File: src/rtl/fft_ctrl_pkg.sv
// Shared types and helpers for the in-place radix-2 DIF FFT sequencer.
package fft_ctrl_pkg;

    typedef enum logic [2:0] {
        ST_IDLE,
        ST_LOAD,
        ST_COMPUTE,
        ST_DRAIN,
        ST_UNLOAD
    } fft_state_e;

    // Address width / stage count for a given number of points.
    function automatic int fft_log2n(input int num);
        return $clog2(num);
    endfunction

    // Width of the stage index, never narrower than one bit.
    function automatic int fft_stage_w(input int log2n);
        return (log2n <= 2) ? 1 : $clog2(log2n);
    endfunction

    // Reverse the low 'width' bits of 'value'; upper result bits are zero.
    function automatic logic [31:0] fft_bit_rev(input logic [31:0] value, input int width);
        logic [31:0] src;
        logic [31:0] res;
        src = value;
        res = '0;
        for (int i = 0; i < 32; i++) begin
            if (i < width) begin
                res = {res[30:0], src[0]};
                src = src >> 1;
            end
        end
        return res;
    endfunction

endpackage

File: src/rtl/fft_addr_gen.sv
// Maps (stage, butterfly index) to the two operand addresses and twiddle index
// of an in-place radix-2 DIF FFT. Purely combinational.
module fft_addr_gen
    import fft_ctrl_pkg::*;
#(
    parameter int LOG2N = 4,
    parameter int SW    = 2
) (
    input  logic [SW-1:0]    stage_i,
    input  logic [LOG2N-2:0] k_i,
    output logic [LOG2N-1:0] addr_a_o,
    output logic [LOG2N-1:0] addr_b_o,
    output logic [LOG2N-2:0] tw_idx_o
);

    localparam logic [LOG2N-1:0] HALF = LOG2N'(1) << (LOG2N - 1);

    logic [LOG2N-1:0] span;
    logic [LOG2N-2:0] mask;
    logic [LOG2N-2:0] pos;
    logic [LOG2N-2:0] grp_bits;

    // span halves every stage; the group bits of k are shifted up one place
    // to skip over the lower half of each group.
    always_comb begin
        span     = HALF >> stage_i;
        mask     = (LOG2N-1)'(span - LOG2N'(1));
        pos      = k_i & mask;
        grp_bits = k_i & ~mask;
        addr_a_o = {grp_bits, 1'b0} | {1'b0, pos};
        addr_b_o = addr_a_o | span;
        tw_idx_o = pos << stage_i;
    end

endmodule

File: src/rtl/fft_inplace_sequencer.sv
// Control FSM for a memory-based in-place radix-2 DIF FFT: load, compute
// stages (each followed by a pipeline drain), and bit-reversed unload.
module fft_inplace_sequencer
    import fft_ctrl_pkg::*;
#(
    parameter int NUM      = 16,
    parameter int PIPE_LAT = 3,
    localparam int LOG2N   = fft_log2n(NUM),
    localparam int SW      = fft_stage_w(LOG2N)
) (
    input  logic             clk,
    input  logic             rst,
    input  logic             start,
    output logic             busy,
    input  logic             ld_valid,
    output logic             ld_ready,
    output logic [LOG2N-1:0] ld_addr,
    output logic             bf_valid,
    output logic [LOG2N-1:0] bf_addr_a,
    output logic [LOG2N-1:0] bf_addr_b,
    output logic [LOG2N-2:0] bf_tw_idx,
    output logic [SW-1:0]    bf_stage,
    output logic             wb_valid,
    output logic [LOG2N-1:0] wb_addr_a,
    output logic [LOG2N-1:0] wb_addr_b,
    output logic             ul_valid,
    input  logic             ul_ready,
    output logic [LOG2N-1:0] ul_addr,
    output logic             done
);

    localparam int KW = LOG2N - 1;
    localparam int DW = $clog2(PIPE_LAT + 1);

    localparam logic [LOG2N-1:0] LAST_PT = LOG2N'(NUM - 1);
    localparam logic [KW-1:0]    LAST_K  = KW'(NUM / 2 - 1);
    localparam logic [SW-1:0]    LAST_S  = SW'(LOG2N - 1);
    localparam logic [DW-1:0]    LAST_D  = DW'(PIPE_LAT - 1);

    fft_state_e       state_q, state_d;
    logic [LOG2N-1:0] ld_cnt_q, ld_cnt_d;
    logic [KW-1:0]    k_q, k_d;
    logic [SW-1:0]    stage_q, stage_d;
    logic [DW-1:0]    drain_q, drain_d;
    logic [LOG2N-1:0] ul_cnt_q, ul_cnt_d;
    logic             done_q, done_d;

    logic             wb_vld_q [PIPE_LAT];
    logic             wb_vld_d [PIPE_LAT];
    logic [LOG2N-1:0] wb_a_q   [PIPE_LAT];
    logic [LOG2N-1:0] wb_a_d   [PIPE_LAT];
    logic [LOG2N-1:0] wb_b_q   [PIPE_LAT];
    logic [LOG2N-1:0] wb_b_d   [PIPE_LAT];

    logic [LOG2N-1:0] map_a;
    logic [LOG2N-1:0] map_b;
    logic [KW-1:0]    map_tw;

    fft_addr_gen #(
        .LOG2N (LOG2N),
        .SW    (SW)
    ) u_addr_gen (
        .stage_i  (stage_q),
        .k_i      (k_q),
        .addr_a_o (map_a),
        .addr_b_o (map_b),
        .tw_idx_o (map_tw)
    );

    // Next-state, counter updates and per-state outputs; idle outputs are 0.
    always_comb begin
        state_d   = state_q;
        ld_cnt_d  = ld_cnt_q;
        k_d       = k_q;
        stage_d   = stage_q;
        drain_d   = drain_q;
        ul_cnt_d  = ul_cnt_q;
        done_d    = 1'b0;
        busy      = (state_q != ST_IDLE);
        ld_ready  = 1'b0;
        ld_addr   = '0;
        bf_valid  = 1'b0;
        bf_addr_a = '0;
        bf_addr_b = '0;
        bf_tw_idx = '0;
        bf_stage  = '0;
        ul_valid  = 1'b0;
        ul_addr   = '0;

        case (state_q)
            ST_IDLE: begin
                if (start) begin
                    state_d = ST_LOAD;
                end
            end
            ST_LOAD: begin
                ld_ready = 1'b1;
                ld_addr  = ld_cnt_q;
                if (ld_valid) begin
                    if (ld_cnt_q == LAST_PT) begin
                        ld_cnt_d = '0;
                        k_d      = '0;
                        stage_d  = '0;
                        state_d  = ST_COMPUTE;
                    end else begin
                        ld_cnt_d = ld_cnt_q + LOG2N'(1);
                    end
                end
            end
            ST_COMPUTE: begin
                bf_valid  = 1'b1;
                bf_addr_a = map_a;
                bf_addr_b = map_b;
                bf_tw_idx = map_tw;
                bf_stage  = stage_q;
                if (k_q == LAST_K) begin
                    k_d     = '0;
                    drain_d = '0;
                    state_d = ST_DRAIN;
                end else begin
                    k_d = k_q + KW'(1);
                end
            end
            ST_DRAIN: begin
                // Hold off the next stage until its inputs have been written back.
                if (drain_q == LAST_D) begin
                    drain_d = '0;
                    if (stage_q == LAST_S) begin
                        stage_d  = '0;
                        ul_cnt_d = '0;
                        state_d  = ST_UNLOAD;
                    end else begin
                        stage_d = stage_q + SW'(1);
                        state_d = ST_COMPUTE;
                    end
                end else begin
                    drain_d = drain_q + DW'(1);
                end
            end
            ST_UNLOAD: begin
                ul_valid = 1'b1;
                ul_addr  = LOG2N'(fft_bit_rev(32'(ul_cnt_q), LOG2N));
                if (ul_ready) begin
                    if (ul_cnt_q == LAST_PT) begin
                        ul_cnt_d = '0;
                        done_d   = 1'b1;
                        state_d  = ST_IDLE;
                    end else begin
                        ul_cnt_d = ul_cnt_q + LOG2N'(1);
                    end
                end
            end
            default: begin
                state_d = ST_IDLE;
            end
        endcase
    end

    // Write-back delay line: shifts the issue strobe and addresses every cycle.
    always_comb begin
        wb_vld_d[0] = bf_valid;
        wb_a_d[0]   = bf_addr_a;
        wb_b_d[0]   = bf_addr_b;
        for (int i = 1; i < PIPE_LAT; i++) begin
            wb_vld_d[i] = wb_vld_q[i-1];
            wb_a_d[i]   = wb_a_q[i-1];
            wb_b_d[i]   = wb_b_q[i-1];
        end
    end

    // State and counter registers.
    always_ff @(posedge clk) begin
        if (rst) begin
            state_q  <= ST_IDLE;
            ld_cnt_q <= '0;
            k_q      <= '0;
            stage_q  <= '0;
            drain_q  <= '0;
            ul_cnt_q <= '0;
            done_q   <= 1'b0;
        end else begin
            state_q  <= state_d;
            ld_cnt_q <= ld_cnt_d;
            k_q      <= k_d;
            stage_q  <= stage_d;
            drain_q  <= drain_d;
            ul_cnt_q <= ul_cnt_d;
            done_q   <= done_d;
        end
    end

    // Write-back pipe registers; cleared on reset so an abandoned frame leaves no strobes.
    always_ff @(posedge clk) begin
        for (int i = 0; i < PIPE_LAT; i++) begin
            if (rst) begin
                wb_vld_q[i] <= 1'b0;
                wb_a_q[i]   <= '0;
                wb_b_q[i]   <= '0;
            end else begin
                wb_vld_q[i] <= wb_vld_d[i];
                wb_a_q[i]   <= wb_a_d[i];
                wb_b_q[i]   <= wb_b_d[i];
            end
        end
    end

    assign wb_valid  = wb_vld_q[PIPE_LAT-1];
    assign wb_addr_a = wb_a_q[PIPE_LAT-1];
    assign wb_addr_b = wb_b_q[PIPE_LAT-1];
    assign done      = done_q;

endmodule

File: config.mk
export PLATFORM = sky130hd
export DESIGN_NAME = fft_inplace_sequencer
export DESIGN_NICKNAME = d
export VERILOG_FILES = /design/src/rtl/fft_ctrl_pkg.sv /design/src/rtl/fft_addr_gen.sv /design/src/rtl/fft_inplace_sequencer.sv
export SDC_FILE = /design/constraint.sdc
export NUM_CORES = 1
export LEC_CHECK = 0
export ABC_CLOCK_PERIOD_IN_PS = 4700
export CAP_MARGIN = 20
export CELL_PAD_IN_SITES_DETAIL_PLACEMENT = 1
export CELL_PAD_IN_SITES_GLOBAL_PLACEMENT = 2
export CORE_MARGIN = 2
export CORE_UTILIZATION = 33
export CTS_CLUSTER_DIAMETER = 80
export CTS_CLUSTER_SIZE = 30
export DETAILED_ROUTE_END_ITERATION = 10
export PLACE_DENSITY_LB_ADDON = 0.1
export SLEW_MARGIN = 10
export SYNTH_ARGS = -nofsm -noshare
export SYNTH_HDL_FRONTEND = slang
export SYNTH_SLANG_ARGS = --single-unit
export TNS_END_PERCENT = 100
File: constraint.sdc
create_clock -name clk -period 4.7 [get_ports clk]
set_clock_uncertainty 0.15 [all_clocks]
set_input_delay 0.94 -clock clk [delete_from_list [all_inputs] [get_ports clk]]
set_output_delay 0.94 -clock clk [all_outputs]
set_load 0.02 [all_outputs]
---- Yosys cells after proc, flatten, opt, wreduce, memory -nomap -nowiden ----
Memories as Yosys holds them, arrays and structs flattened.
Index checks and enable logic that the tools add are counted.
cells by class
  $add $sub $neg .......................... 6
  equality and inequality tests ........... 17
  shift operators ......................... 2
  mux-type cells .......................... 49
  bitwise operators ....................... 16
  reduce and logical (&&, ||, !) cells .... 13
operators with widths
  kind                                              count
  2-to-1 mux 4 bit                                  15
  2-to-1 mux 3 bit                                  12
  != test 2 bit (second input constant)             8
  case mux 3 bit (5 select lines)                   1
  2-to-1 mux 2 bit                                  7
  2-to-1 mux 1 bit                                  10
  OR 1 bit                                          9
  adder 4 x 1 -> 4 bit (second input constant)      2
  == test 4 bit (second input constant)             2
  case mux 2 bit (2 select lines)                   2
  case mux 4 bit (2 select lines)                   1
  AND reduction 4 bit                               2
  nonzero test 2 bit                                4
  AND reduction 7 bit                               1
  AND 3 bit                                         2
  == test 3 x 2 -> 1 bit (second input constant)    2
  == test 3 bit (second input constant)             2
  case mux 3 bit (2 select lines)                   1
  adder 2 x 1 -> 2 bit (second input constant)      2
  == test 2 bit (second input constant)             2
  OR 4 x 3 -> 4 bit                                 1
  OR 4 bit                                          1
  AND reduction 2 bit                               2
  >> shifter 4 x 2 -> 4 bit (first input constant)  1
  10 further kinds                                  11
storage, ports and cells
  register bits after elaboration ......... 19
  memory bits (writable) .................. 27
  input port bits ......................... 5
  output and inout bits ................... 35
  memories ................................ 3
memories
  memory    words  bits a word  read ports  clocked after Yosys merged registers in  wr ports  RTL line                     source
  wb_a_q    3      4            3           0                                        3         fft_inplace_sequencer.sv:50  logic [LOG2N-1:0] wb_a_q [PIPE_LAT];
  wb_b_q    3      4            3           0                                        3         fft_inplace_sequencer.sv:52  logic [LOG2N-1:0] wb_b_q [PIPE_LAT];
  wb_vld_q  3      1            3           0                                        3         fft_inplace_sequencer.sv:48  logic wb_vld_q [PIPE_LAT];

---- Logic depth before layout (Yosys ltp) ----
  depth in word-level cells ............... 8
  depth in mapped cells ................... 7

---- Modules after synthesis ----
From an unflattened synthesis, not the netlist that was laid out.
unflattened totals
  cells, all modules ...................... 225
  area total of the unflattened synthesis .. 2114.5 um^2
by module, submodules not included
  module                 instances  cells an instance  area an instance (um^2)  sequential area each (um^2)
  fft_inplace_sequencer  1          202                1976.9                   920.9
  fft_addr_gen           1          23                 137.6                    0.0

---- Worst setup path after synthesis ----
No wires, ideal clock.
  path kind ............................... reg2out
  from .................................... reg stage_q[0]
  to ...................................... out bf_tw_idx[1]
  arrival time ............................ 1633 ps
  path slack .............................. 1977 ps
  cell stages (with the launch flop) ...... 7
  buffers on the path ..................... 0
  cells stage by stage .................... dfxtp_1 > inv_1 > ha_1 > xor2_1 > nor2_1 > a21oi_1 > nor3_1
between the ends
  longest elaborated chain between the ends .. 5
ends and longest elaborated chain
  item                           RTL line                      source
  from (decl)                    fft_inplace_sequencer.sv:43   logic [SW-1:0] stage_q, stage_d;
  from (signal assigned)         fft_inplace_sequencer.sv:185  stage_q <= stage_d;
  >> shifter 4 x 2 -> 4 bit      fft_addr_gen.sv:26            span = HALF >> stage_i;
  subtractor 3 x 1 -> 3 bit      fft_addr_gen.sv:27            mask = (LOG2N-1)'(span - LOG2N'(1));
  AND 3 bit                      fft_addr_gen.sv:28            pos = k_i & mask;
  left shift 3 x 2 -> 3 bit (*)  fft_addr_gen.sv:32            tw_idx_o = pos << stage_i;
  2-to-1 mux 3 bit (*)           fft_inplace_sequencer.sv:90   case (state_q)
  to (decl)                      fft_inplace_sequencer.sv:21   output logic [LOG2N-2:0] bf_tw_idx,
Every way passes the cells marked *; elsewhere a longest branch is shown, timed or not.

---- Worst setup path after layout ----
Same ends and word-level chain as after synthesis.

==> results list <==
- The first TritonRoute pass finished after 4 iterations.
- Detailed Route WL: between 4 and 5 mm
- The first global-routing pass estimated 7.71 mm of wire.
- Power spread over the standard cell area amounts to 336 mW/mm2.
* Final Worst Setup Slack: 1.05 ns
* Result of the run: finished clean
- The detailed router placed 1632 vias in this run.
- Broken down by cell family, the worst path's largest delay share belongs to buffers and inverters.
- Clock latency on the worst-skew pair, taken at its later pin, is 0.30 ns.
* Shortest clock period the worst path allows after layout: 3.65 ns
- Count of endpoints failing hold in the final timing report: 0
- The H-tree was split into 2 levels.
- Ant diodes: 0
* Post-Synthesis Net Count: between 200 and 250
- Fmax: 274 MHz
- Final period util: between 70% and 80%
- Worst R2R Setup Slack: 2.68 ns
- Yosys mapped a number of flops with a built-in enable equal to 0.
* Hold Crit Start: wb_a_q[1][1]$_SDFF_PP0_
* DR vias/cell: 4.83
* Overflow left after global routing: 0
- The signal on the critical path passes through inv_1 > ha_1 > xor2_1 > nor2_1 > a21oi_1 > nor3_1 > clkdlybuf4s50_1.
* Register area share after synthesis: 43.4%
- Once placement finished, the instance area stood at 0.00248 mm2.
- Destination of the worst hold path: wb_a_q[2][1]$_SDFF_PP0_
- For this configuration, the core starts out at a cell density of 33.8%.
- Antenna violations before repair: 0
- In this design, the stage delay of the slowest critical-path cell is around 0.64 ns.
- Number of nets in the layout: around 270
* Max Transition Viols Final: 0
- Along the worst hold path, the cell count comes to 1.
- After clock tree synthesis, the clock-pin slew on the worst setup and hold paths is 0.09 ns.
* Final setup violation count: 0
- Cell area after synthesis: approximately 0.0021 mm2
- Leakage power of the design: about 0.95 nW
* Path class of the lowest-slack min-delay path: reg2reg
* Via count of the first global-routing pass: about 1500
- TritonCTS clock tree: done
- Before CTS, the worst setup slack after placement is 1.41 ns.
- Across every metal layer, demand over resource in global routing totals approximately 14%.
- Number of primary I/O pins: 40
- Setup repair after global routing left no endpoint under its margin.
- After detailed routing, the average wire length per cell comes to 13.5 um.
- The worst setup path is of the reg2out kind.
- GP Congestion: 0.745
- From bottom edge to top edge, the die measures 84.2 um.
- The number of hold buffers added after CTS was 0.
- Summing all multi-input logic gate instances after layout gives 0.00104 mm2.
- Fraction of layout instances using a drive strength above 1: around 8%
- Final core utilization: 41.1%
* IR drop worst, VDD: 0.167 mV
* Post-cts sizing count: 0
- Data on the critical path arrives at its endpoint at around 2.6 ns.
- The count of nets left with antenna violations once routing finished came out at 0.
- Area growth, synth to finish: 21.6%
* Worst Path Required: 3.61 ns
- STA classifies the critical path endpoint as an output pin.
* Total of fill cells in the finished design: 727
* Relative slew slack: 46.7%
- TritonCTS created 5 clock buffers.
* Buffer cell driving the clock tree root: sky130_fd_sc_hd__clkbuf_8
- Number of buffers inserted by post-CTS setup repair: 0
- Design Power: between 800 and 900 uW
* Number of cells on the worst reg-to-reg path: 6
- Entering global routing, the biggest net connects 23 pins.
- The floorplan has 29 rows.
- For this run, the leading register cell type out of synthesis is sky130_fd_sc_hd__dfxtp_1.
- Counting flops and latches in the post-synthesis netlist gives 46.
- Number of buffers on the longest clock path: 2
- Synthesized area divided by synthesized cell count: between 9 and 10 um2
* Quantity of I/O buffers inserted on ports: 39
* Register area: roughly 920 um2
* FFs w/ async S/R, synth: 0%
- Slew @ Worst Pin: 0.797 ns
- Startpoint of the lowest-slack register-to-register path: state_q[0]$_SDFFE_PP0P_
- Tracing the worst setup path back leads to its startpoint at stage_q[0]$_SDFFE_PP0P_.
* Distinct cells, synth: 48
- Die ar.: 0.00708 mm2
- Cell with the largest stage delay on the worst path: sky130_fd_sc_hd__clkdlybuf4s50_1
- The wire-length estimate of the detail-placed layout is roughly 3.2 mm.
- Max cap viols: 0
- The clock drives 46 sinks.
- Placeable core region: 0.00628 mm2
- Critical Path Fanout Max: 7
- The critical path contains buffers and inverters numbering 2 combined.
- Summed area of non-filler cells in the final layout: ~0.0026 mm2
- Synthesis handed over a netlist of approximately 230 instances.
- For this block, the initial DRC count from the detailed router was 57.
- Drt drc: 0
- Width of the die: 84.2 um
- Type of origin of the critical path: register
- Setup total negative slack on the finished layout was measured at 0 ns.
- Reg-to-reg critical path endpoint: k_q[0]$_SDFFE_PP0P_
* Synth Warn #: 0
routing by layer:
layer  routed length [um]  up-vias  track usage, %
met5                    0        -               0
met4                   70        0            4.84
met3                  144        8            3.05
met2                 2030       29            20.9
met1                 2340      758            19.3
li1                     -      837               -
cell families after synthesis:
family                   share of synthesized area (%)
AO/OA/AOI/OAI                                     11.9
buffers and inverters                             7.37
flip-flops                                        43.4
XOR/XNOR                                         0.826
multiplexers                                      1.89
AND/OR/NAND/NOR                                   29.3
adder cells (fa/ha/maj)                           5.31
cell usage after synthesis (2+ instances only):
cell | number | area [um2]
sky130_fd_sc_hd__a211oi_1 | 2 | 15.0
sky130_fd_sc_hd__a21oi_1 | 14 | 70.1
sky130_fd_sc_hd__a22oi_1 | 3 | 22.5
sky130_fd_sc_hd__a31oi_1 | 3 | 18.8
sky130_fd_sc_hd__and2_1 | 9 | 56.3
sky130_fd_sc_hd__and3_1 | 2 | 12.5
sky130_fd_sc_hd__buf_2 | 2 | 10.0
sky130_fd_sc_hd__buf_4 | 10 | 75.1
sky130_fd_sc_hd__buf_6 | 2 | 22.5
sky130_fd_sc_hd__clkbuf_1 | 5 | 18.8
sky130_fd_sc_hd__dfxtp_1 | 46 | 921
sky130_fd_sc_hd__ha_1 | 9 | 113
sky130_fd_sc_hd__inv_1 | 6 | 22.5
sky130_fd_sc_hd__mux2i_1 | 4 | 40.0
sky130_fd_sc_hd__nand2_1 | 8 | 30.0
sky130_fd_sc_hd__nand2b_1 | 3 | 18.8
sky130_fd_sc_hd__nand3_1 | 7 | 35.0
sky130_fd_sc_hd__nand4_1 | 3 | 18.8
sky130_fd_sc_hd__nor2_1 | 34 | 128
sky130_fd_sc_hd__nor2b_1 | 22 | 138
sky130_fd_sc_hd__nor3_1 | 5 | 25.0
sky130_fd_sc_hd__o21ai_1 | 4 | 20.0
sky130_fd_sc_hd__o31ai_1 | 2 | 15.0
sky130_fd_sc_hd__or3_1 | 3 | 18.8
sky130_fd_sc_hd__xor2_1 | 2 | 17.5
flip-flops by register name, summed over array words and instances (netlist names):
signal    flops
wb_a_q       12
wb_b_q       12
ld_cnt_q      4
ul_cnt_q      4
k_q           3
state_q       3
wb_vld_q      3
drain_q       2
stage_q       2
done          1
per-stage QoR:
stage | hold WS [ns] | cells
floorplan | 0.264 | 233
global placement | 0.268 | 330
detailed placement | 0.275 | 330
CTS | 0.298 | 338
global route | 0.301 | 338
finish | 0.294 | 338
worst max path at each step:
| stage | end | slack (ns) | cells after the start |
|---|---|---|---|
| final | bf_tw_idx[1] | 1.05 | 7 |
| after global routing | bf_tw_idx[1] | 0.82 | 7 |
| after CTS | bf_addr_b[2] | 1.05 | 7 |
| after detailed placement | bf_addr_b[2] | 1.41 | 7 |
| after global placement | bf_addr_b[2] | 1.36 | 7 |
| after floorplan | bf_tw_idx[1] | 1.98 | 6 |
power breakdown:
group	switching [mW]	total (mW)	internal, mW
registers	0.0342	0.439	0.405
logic	0.106	0.175	0.0683
clock network	0.146	0.253	0.108
total	0.286	0.867	0.581
cells in the final DEF (no fill, tap or decap), types with 4 or more instances in the layout:
cell type / Yosys / routed
sky130_fd_sc_hd__nor2b_1: 22 / 22
sky130_fd_sc_hd__nor2_1: 34 / 34
sky130_fd_sc_hd__nand3_1: 7 / 7
sky130_fd_sc_hd__nor3_1: 5 / 5
sky130_fd_sc_hd__ha_1: 9 / 9
sky130_fd_sc_hd__o21ai_1: 4 / 4
sky130_fd_sc_hd__inv_1: 6 / 6
sky130_fd_sc_hd__clkdlybuf4s50_1: 0 / 39
sky130_fd_sc_hd__dfxtp_1: 46 / 46
sky130_fd_sc_hd__mux2i_1: 4 / 4
sky130_fd_sc_hd__clkbuf_8: 0 / 5
sky130_fd_sc_hd__a21oi_1: 14 / 14
sky130_fd_sc_hd__nand2_1: 8 / 8
sky130_fd_sc_hd__and2_1: 9 / 9
area by class of cell:
type                            count  area share [%]
Inverter                            7            1.02
Clock inverter                      3           0.970
Multi-Input combinational cell    160            40.5
Clock buffer                        5            2.67
Tap cell                           77            3.74
Timing Repair Buffer               40            15.4
Sequential cell                    46            35.7
Power figures use the tool's default switching activity.
